File: config.mk
export PLATFORM = sky130hd
export DESIGN_NAME = hart_result_latch
export DESIGN_NICKNAME = d
export VERILOG_FILES = /design/src/rtl/test_supervisor_pkg.sv /design/src/rtl/test_supervisor_hart_result_latch.sv
export SDC_FILE = /design/constraint.sdc
export NUM_CORES = 1
export LEC_CHECK = 0
export ABC_AREA = 1
export ABC_CLOCK_PERIOD_IN_PS = 2600
export CAP_MARGIN = 20
export CORE_MARGIN = 2
export CORE_UTILIZATION = 35
export DETAILED_ROUTE_END_ITERATION = 8
export PLACE_DENSITY = 0.72
export SLEW_MARGIN = 10
export SYNTH_ARGS = -nofsm -noshare
export SYNTH_HDL_FRONTEND = slang
export SYNTH_SLANG_ARGS = --single-unit
File: constraint.sdc
create_clock -name i_clk -period 2.6 [get_ports i_clk]
set_input_delay 0.52 -clock i_clk [delete_from_list [all_inputs] [get_ports i_clk]]
set_output_delay 0.52 -clock i_clk [all_outputs]
set_load 0.02 [all_outputs]
File: src/rtl/test_supervisor_pkg.sv
// Shared definitions for the riscv-tests run supervisor: FSM state encoding
// and tohost field positions.
package test_supervisor_pkg;

    typedef enum logic [1:0] {
        ST_IDLE,
        ST_RESET,
        ST_RUN,
        ST_DONE
    } state_t;

    localparam int unsigned TOHOST_DONE_BIT    = 0;
    localparam int unsigned TOHOST_TESTNUM_LSB = 1;

endpackage

File: src/rtl/test_supervisor_hart_result_latch.sv
// Per-hart tohost result capture: first write with the done bit set is latched,
// later writes are ignored until cleared.
module hart_result_latch
    import test_supervisor_pkg::*;
#(
    parameter int unsigned      XLEN       = 32,
    parameter logic [XLEN-1:0]  PASS_VALUE = XLEN'(1)
) (
    input  logic            i_clk,
    input  logic            i_rst_n,
    input  logic            i_en,
    input  logic            i_clear,
    input  logic            i_vld,
    input  logic [XLEN-1:0] i_data,
    output logic            o_reported,
    output logic            o_passed,
    output logic [XLEN-2:0] o_testnum
);

    logic            r_reported;
    logic [XLEN-1:0] r_value;
    logic            w_capture;
    logic [XLEN-1:0] w_value;

    assign w_capture = i_en && i_vld && i_data[TOHOST_DONE_BIT] && !r_reported;

    // Outputs look through the capturing write so completion is seen in the same cycle.
    assign w_value    = w_capture ? i_data : r_value;
    assign o_reported = r_reported || w_capture;
    assign o_passed   = o_reported && (w_value == PASS_VALUE);
    assign o_testnum  = w_value[XLEN-1:TOHOST_TESTNUM_LSB];

    always_ff @(posedge i_clk or negedge i_rst_n) begin
        if (!i_rst_n) begin
            r_reported <= 1'b0;
            r_value    <= '0;
        end else if (i_clear) begin
            r_reported <= 1'b0;
            r_value    <= '0;
        end else if (w_capture) begin
            r_reported <= 1'b1;
            r_value    <= i_data;
        end
    end

endmodule

==> Flow_metrics.wiki, run 1 <==
{| class="wikitable"
! Metric !! Value
|-
| Clock sink count || 33
|-
| Share of async-settable or async-resettable flops after synthesis || 100%
|-
| Hold crit path type || input port to async pin
|-
| Most frequently used flop master after synthesis || dfrtp_1
|-
| CTS tree || yes
|-
| Area of the mapped netlist || 1670 um2
|-
| Reg2reg end || r_value[31]
|-
| Critical path data required time || 2.08 ns
|-
| Slowest stage cell on the critical path || clkdlybuf4s50_1
|-
| Shortest clock period the worst path allows after layout || 2.48 ns
|-
| Finished Core Util || 61.8%
|-
| Hold Violations, Final || 0
|-
| Worst setup slack after layout || 0.118 ns
|-
| Num rows || 25
|-
| Maximum number of pins on one net before global-route repair || 34
|-
| # IOs || 70
|-
| Top-count cell post-synth || nand2_1
|-
| Setup skew after layout || 0.00480 ns
|-
| Die Footprint || 5350 um2
|-
| Number of global-route vias before repair || 1,708
|-
| Cell area after placement || 2840 um2
|-
| Antenna Cells || 0
|-
| Most common library cells after synthesis || 72 x nand2_1, 33 x dfrtp_1, 32 x a21oi_1
|-
| Post-Layout Inst Area || 2880 um2
|-
| Starting Density || 35.9%
|-
| H-tree level count || 2
|-
| Placer congestion estimate || 0.755
|-
| Crit path largest cell delay || 0.60 ns
|-
| Final count of pins violating max slew || 0
|-
| Slew @ Worst Pin || 0.739 ns
|-
| Filler cell count in the final layout || 422
|-
| Kind of start point of the critical path || input port
|-
| Worst Path Max Fanout || 6
|-
| RSZ-0062 raised after global routing || false
|-
| Gr usage total || 17.9%
|-
| Antenna Violating Nets Remaining || 0
|-
| EDFF count, synth || 0
|-
| Run status || finished clean
|-
| Remaining routing DRC violations || 0
|-
| Cell variety after synth || 17
|-
| Reg-to-reg setup timing slack || 1.24 ns
|-
| Die X || 73.2 um
|-
| Number of buffer and inverter instances along the worst setup path || 3
|-
| Final setup violation count || 0
|-
| Register area share after synthesis || 49.3%
|-
| Data arrival, critical path || 1.96 ns
|-
| Category of cells accounting for the largest share of critical-path delay || buffers and inverters
|-
| Antenna violations before repair || 0
|-
| Yosys warnings || 0
|-
| Leakage power figure || 1.59 nW
|-
| Worst r2r src || r_reported
|-
| Clock insertion delay at the later pin of the skew report || 0.27 ns
|-
| Reported max-cap violation count || 0
|-
| TritonCTS buffer count || 5
|-
| Port-buffer cells || 69
|-
| Grt ovf || 0
|-
| Post-Synthesis Mean Instance Area || 8.01 um2
|-
| Portion of synthesized cell area occupied by the leading cell type || 49.3%
|-
| Wire length of the first global-routing pass || 7520 um
|-
| Top post-synthesis cells by area || dfrtp_1 49%, nand2_1 16%, nand2_2 10%
|-
| Final cycle utilization of the critical path || 95.5%
|-
| Proportion of layout cells with a drive suffix above 1 || 29.3%
|-
| Total iterations of the first detailed-routing run || 4
|-
| Final net count || 371
|-
| Maximum number of buffers from clock root to sink || 2
|-
| Die Ht || 73.2 um
|-
| Largest area contributor in the synthesized netlist || dfrtp_1
|-
| Critical Path, Cell by Cell || clkdlybuf4s15_1 > nand2_1 > nor2_1 > buf_4 > nand3_1 > nand2_2 > clkdlybuf4s50_1
|-
| Core box area || 4660 um2
|-
| Worst setup EP type || output pin
|-
| Buffer cell driving the clock tree root || clkbuf_8
|-
| Post CTS Setup Buffer Count || 0
|-
| Via density per instance || 4.61
|-
| Area delta synth->final || 72.1%
|-
| Per-cell routed wire length || 11.7 um
|-
| DR iter-0 viols || 75
|-
| Vias after detailed routing || 1,790
|-
| WS Path Type || input port to output pin
|-
| Peak clock frequency supported by timing || 0.403 GHz
|-
| Setup WS pre-CTS || -0.596 ns
|-
| Clock slew at the register clock pins of the worst setup and hold paths || 0.07 ns
|-
| Relative slew slack || 50.7%
|-
| Total of flip-flops plus latches after synthesis || 33
|-
| Number of hold buffers added after CTS || 0
|-
| Overall power || 1.22 mW
|-
| Synthesized netlist cell count || 209
|-
| Syn_nets || 246
|-
| Worst voltage drop across the vdd grid || 401 uV
|-
| Cell depth of the worst flop-to-flop path || 6
|-
| Post-detail-place hpwl || 3440 um
|-
| Total detailed-routing wirelength || 4560 um
|-
| Power per cell area || 423 nW/um2
|}
[final cells by class]
cell class | instances | area [um2] | area share [%]
Tap cell | 54 | 67.6 | 2.34
Multi-Input combinational cell | 165 | 774 | 26.9
Clock buffer | 7 | 86.3 | 3.00
Sequential cell | 33 | 826 | 28.7
Timing Repair Buffer | 127 | 1120 | 38.8
Inverter | 2 | 10.0 | 0.347
[stage by stage]
stage               hold slack [ns]  setup TNS (ns)  cells
global placement              0.483          -10.05    381
global route                  0.366               0    388
CTS                           0.326               0    388
floorplan                     0.224               0    209
detailed placement            0.504          -10.57    381
finish                        0.302               0    388
[what timing repair did]
item / in CTS / in global routing
setup endpoints to repair: 32 / 3
resized for setup: 35 / 4
pin swaps: 0 / 1
[metal layers]
layer / part of all wire (%) / track usage (%)
met1: 44 / 22.9
met2: 50 / 30.5
met3: 5.0 / 4.01
met4: 1.1 / 4.73
met5: 0 / 0
[sequential cells by signal (all words and copies together), names as in the netlist]
| register | count |
|---|---|
| r_value | 32 |
| r_reported | 1 |
[cell usage in the layout, fill, tap and decap left out]
| cell | count |
|---|---|
| dlygate4sd2_1 | 29 |
| mux2i_1 | 1 |
| nand4_4 | 1 |
| clkbuf_1 | 1 |
| nand3_2 | 1 |
| nor2_2 | 1 |
| nand3_1 | 6 |
| buf_2 | 2 |
| clkbuf_8 | 6 |
| clkdlybuf4s15_1 | 3 |
| a21oi_1 | 32 |
| clkdlybuf4s50_1 | 35 |
| nor2_1 | 23 |
| nor2_4 | 1 |
| inv_4 | 1 |
| nand2_1 | 72 |
| buf_4 | 55 |
| inv_1 | 1 |
| buf_12 | 3 |
| nand2_2 | 27 |
| dfrtp_1 | 33 |
[logic make-up (layout without fill, tap and decap cells)]
family          count (synthesis)  count (layout)  synth area share (%)
compound gates                 32              32                  9.57
buf+inv                        11             136                  4.41
flops                          33              33                  49.3
mux                             1               1                 0.598
simple gates                  132             132                  36.1
[where the power goes]
| part | internal, mW | switching [mW] | leakage (nW) |
|---|---|---|---|
| Combinational | 0.155 | 0.150 | 1.09 |
| Clock | 0.210 | 0.167 | 0.0443 |
| Sequential | 0.530 | 0.00652 | 0.454 |
| Total | 0.895 | 0.323 | 1.59 |
[worst max path at each step]
| stage | slack [ns] | endpoint | startpoint | depth (start not counted) |
|---|---|---|---|---|
| after detailed placement | -0.60 | o_passed | i_vld | 11 |
| after global routing | 0.0007 | o_testnum[0] | i_en | 7 |
| after global placement | -0.59 | o_passed | i_en | 11 |
| after CTS | 0.001 | o_passed | i_vld | 11 |
| after floorplan | 0.43 | o_passed | i_vld | 10 |
| final | 0.12 | o_testnum[18] | i_vld | 7 |
(Power assumes the default switching activity.)
==> inputs of run 2 (changes only) <==
- ABC_CLOCK_PERIOD_IN_PS: 2600 -> 2500
- GPL_TIMING_DRIVEN: default -> 0
- SETUP_SLACK_MARGIN: default -> 0.2
- clock period: 2.6 -> 2.5 ns (I/O delays scaled with it)
==> run 2 against run 1 <==
Compared with the run above:
- combinational power shrank 8.5%
- register-to-register slack lost 0.03 ns
- via count shrank 9.3%
- clock power is essentially flat
- critical endpoint is now o_passed
==> Flow_metrics.wiki, run 2 (synthesized netlist as in run 1, its figures left out) <==
{| class="wikitable"
! Metric !! Value
|-
| Run status || finished clean (unchanged)
|-
| # IOs || 70 (unchanged)
|-
| Antenna Cells || 0 (unchanged)
|-
| Slew @ Worst Pin || 0.738 ns (was 0.739 ns)
|-
| Critical Path, Cell by Cell || clkinv_4 > nand4_4 > buf_8 > nand2_1 > nand2_2 > nor2_1 > nand2_1 > nor2_1 > nand2_1 > nor2_1 > buf_4 (was clkdlybuf4s15_1 > nand2_1 > nor2_1 > buf_4 > nand3_1 > nand2_2 > clkdlybuf4s50_1)
|-
| Reported max-cap violation count || 0 (unchanged)
|-
| Antenna Violating Nets Remaining || 0 (unchanged)
|-
| Reg2reg end || r_value[0] (was r_value[31])
|-
| Antenna violations before repair || 0 (unchanged)
|-
| Total detailed-routing wirelength || 4430 um (was 4560 um)
|-
| Die Ht || 73.2 um (unchanged)
|-
| Max reg flops || 32 (unchanged)
|-
| Per-cell routed wire length || 12.9 um (was 11.7 um)
|-
| Core box area || 4660 um2 (unchanged)
|-
| Final cycle utilization of the critical path || 95.7%
|-
| Worst r2r src || r_reported (unchanged)
|-
| Post-Layout Inst Area || 2570 um2 (was 2880 um2)
|-
| Relative slew slack || 50.8% (was 50.7%)
|-
| Placer congestion estimate || 0.766 (was 0.755)
|-
| Die Footprint || 5350 um2 (unchanged)
|-
| Area delta synth->final || 53.4% (was 72.1%)
|-
| Placed cell count || 331 (was 381)
|-
| Worst setup EP type || output pin (unchanged)
|-
| Reg-to-reg setup timing slack || 1.21 ns (was 1.24 ns)
|-
| Internal power contribution || 0.877 mW (was 0.895 mW)
|-
| Hold Violations, Final || 0 (unchanged)
|-
| DR iter-0 viols || 72 (was 75)
|-
| Post-detail-place hpwl || 3240 um (was 3440 um)
|-
| Vias after detailed routing || 1,624 (was 1,790)
|-
| TritonCTS buffer count || 5 (unchanged)
|-
| Part of the total power dissipated in sequential elements || 46.0% (was 44.0%)
|-
| Clock insertion delay at the later pin of the skew report || 0.28 ns (was 0.27 ns)
|-
| Slowest stage cell on the critical path || dfrtp_2 (was clkdlybuf4s50_1)
|-
| Worst setup slack after layout || 0.109 ns (was 0.118 ns)
|-
| Switching component of the power || 0.336 mW (was 0.323 mW)
|-
| Number of hold buffers added after CTS || 0 (unchanged)
|-
| Largest registers ranked by flip-flop count || r_value: 32 flops, r_reported: 1 flops (unchanged)
|-
| Finished Core Util || 55.1% (was 61.8%)
|-
| Category of cells accounting for the largest share of critical-path delay || simple AND/OR/NAND/NOR gates (was buffers and inverters)
|-
| Die X || 73.2 um (unchanged)
|-
| Buffer cell driving the clock tree root || clkbuf_8 (unchanged)
|-
| Crit path largest cell delay || 0.43 ns (was 0.60 ns)
|-
| Gr usage total || 17.9% (about the same)
|-
| Share of total power in combinational logic || 23.0% (was 25.1%)
|-
| Maximum number of pins on one net before global-route repair || 34 (unchanged)
|-
| Final net count || 326 (was 371)
|-
| Cell depth of the worst flop-to-flop path || 6 (unchanged)
|-
| H-tree level count || 2 (unchanged)
|-
| Final setup violation count || 0 (unchanged)
|-
| Final count of pins violating max slew || 0 (unchanged)
|-
| Setup WS pre-CTS || -0.790 ns (was -0.596 ns)
|-
| Critical path data required time || 2.00 ns (was 2.08 ns)
|-
| Proportion of layout cells with a drive suffix above 1 || 25.2% (was 29.3%)
|-
| Wire length of the first global-routing pass || 7110 um (was 7520 um)
|-
| Starting Density || 35.9% (unchanged)
|-
| Non-filler instance count after layout || 344 (was 388)
|-
| Via density per instance || 4.72 (was 4.61)
|-
| Data arrival, critical path || 1.89 ns (was 1.96 ns)
|-
| Port-buffer cells || 68 (was 69)
|-
| Setup skew after layout || 0.00499 ns (was 0.00480 ns)
|-
| Worst voltage drop across the vdd grid || 274 uV (was 401 uV)
|-
| Leakage power figure || 1.28 nW (was 1.59 nW)
|-
| Peak clock frequency supported by timing || 0.418 GHz
|-
| Switching Fraction || 27.7% (was 26.5%)
|-
| Clock slew at the register clock pins of the worst setup and hold paths || 0.07 ns (about the same)
|-
| Clock power share || 31.0% (was 30.9%)
|-
| Total iterations of the first detailed-routing run || 4 (unchanged)
|-
| Maximum number of buffers from clock root to sink || 2 (unchanged)
|-
| Power per cell area || 472 nW/um2 (was 423 nW/um2)
|-
| Grt ovf || 0 (unchanged)
|-
| Cell area after placement || 2420 um2 (was 2840 um2)
|-
| Number of global-route vias before repair || 1,510 (was 1,708)
|-
| RSZ-0062 raised after global routing || true (was false)
|-
| Shortest clock period the worst path allows after layout || 2.39 ns
|-
| CTS tree || yes (unchanged)
|-
| Worst Path Max Fanout || 10 (was 6)
|-
| Kind of start point of the critical path || flip-flop (was input port)
|-
| Number of buffer and inverter instances along the worst setup path || 3 (unchanged)
|-
| Most frequent cells in the layout || 72 x nand2_1, 32 x a21oi_1, 32 x clkdlybuf4s50_1, 32 x dfrtp_1, 27 x nand2_2 (was 72 x nand2_1, 55 x buf_4, 35 x clkdlybuf4s50_1)
|-
| Remaining routing DRC violations || 0 (unchanged)
|-
| Clock sink count || 33 (unchanged)
|-
| Num rows || 25 (unchanged)
|-
| Register name with the most flops || r_value (unchanged)
|-
| Most common cell after layout, fill and taps aside || nand2_1 (unchanged)
|-
| Hold crit path type || input port to async pin (unchanged)
|-
| WS Path Type || flip-flop to output pin (was input port to output pin)
|}
run 2: cell count changes in the layout (fill, tap and decap cells not counted), moves of 2 or more:
cell / before / now
buf_12: 3 / 0
buf_4: 55 / 4
buf_6: 0 / 4
buf_8: 0 / 3
clkbuf_1: 1 / 6
clkbuf_2: 0 / 4
clkdlybuf4s15_1: 3 / 5
clkdlybuf4s15_2: 0 / 17
clkdlybuf4s50_1: 35 / 32
dlygate4sd2_1: 29 / 7
nor2_1: 23 / 21
run 2: cell type report:
cell class,count,area [um2]
well taps,54,67.6
plain buffers,9,82.6
fillers,457,2090
multi-input cells,165,785
inverters,2,12.5
flip-flops and latches,33,827
clock buffers,8,80.1
repair buffers,73,713
run 2: worst max-delay path by stage:
stage	startpoint	end	slack, ns	cells past startpoint
6_report	r_reported	o_passed	0.11	11
5_1_grt	r_reported	o_passed	-0.06	11
4_1_cts	r_reported	o_passed	0.02	11
3_5_place_dp	i_en	o_passed	-0.79	10
3_3_place_gp	i_vld	o_passed	-0.78	10
2_1_floorplan	r_reported	o_passed	0.36	10
run 2: metal layers:
layer / global-route usage [%] / up-vias / share of wire (%)
li1: - / 833 / -
met1: 24.4 / 746 / 44
met2: 28.2 / 40 / 49
met3: 4.14 / 5 / 5.7
met4: 5.56 / 0 / 0.95
met5: 0 / - / 0
run 2: through the flow:
stage	hold slack, ns	total power, mW	setup TNS [ns]
floorplan	0.204	0.704	0
global placement	0.481	0.852	-13.92
detailed placement	0.492	0.853	-14.71
CTS	0.311	1.23	0
global route	0.338	1.28	-0.0639
finish	0.277	1.21	0
run 2: repair_timing:
item	CTS	global route
endpoints found under the setup margin	33	28
setup buffers	3	1
pin swaps	1	3
gates cloned	1	0
resized for setup	87	12
run 2: power groups by stage:
stage	clock network, mW	registers [mW]	logic [mW]
2_1_floorplan	0	0.567	0.137
3_3_place_gp	0	0.568	0.284
3_5_place_dp	0	0.568	0.285
4_1_cts	0.385	0.559	0.281
5_1_grt	0.409	0.559	0.307
6_report	0.376	0.558	0.279
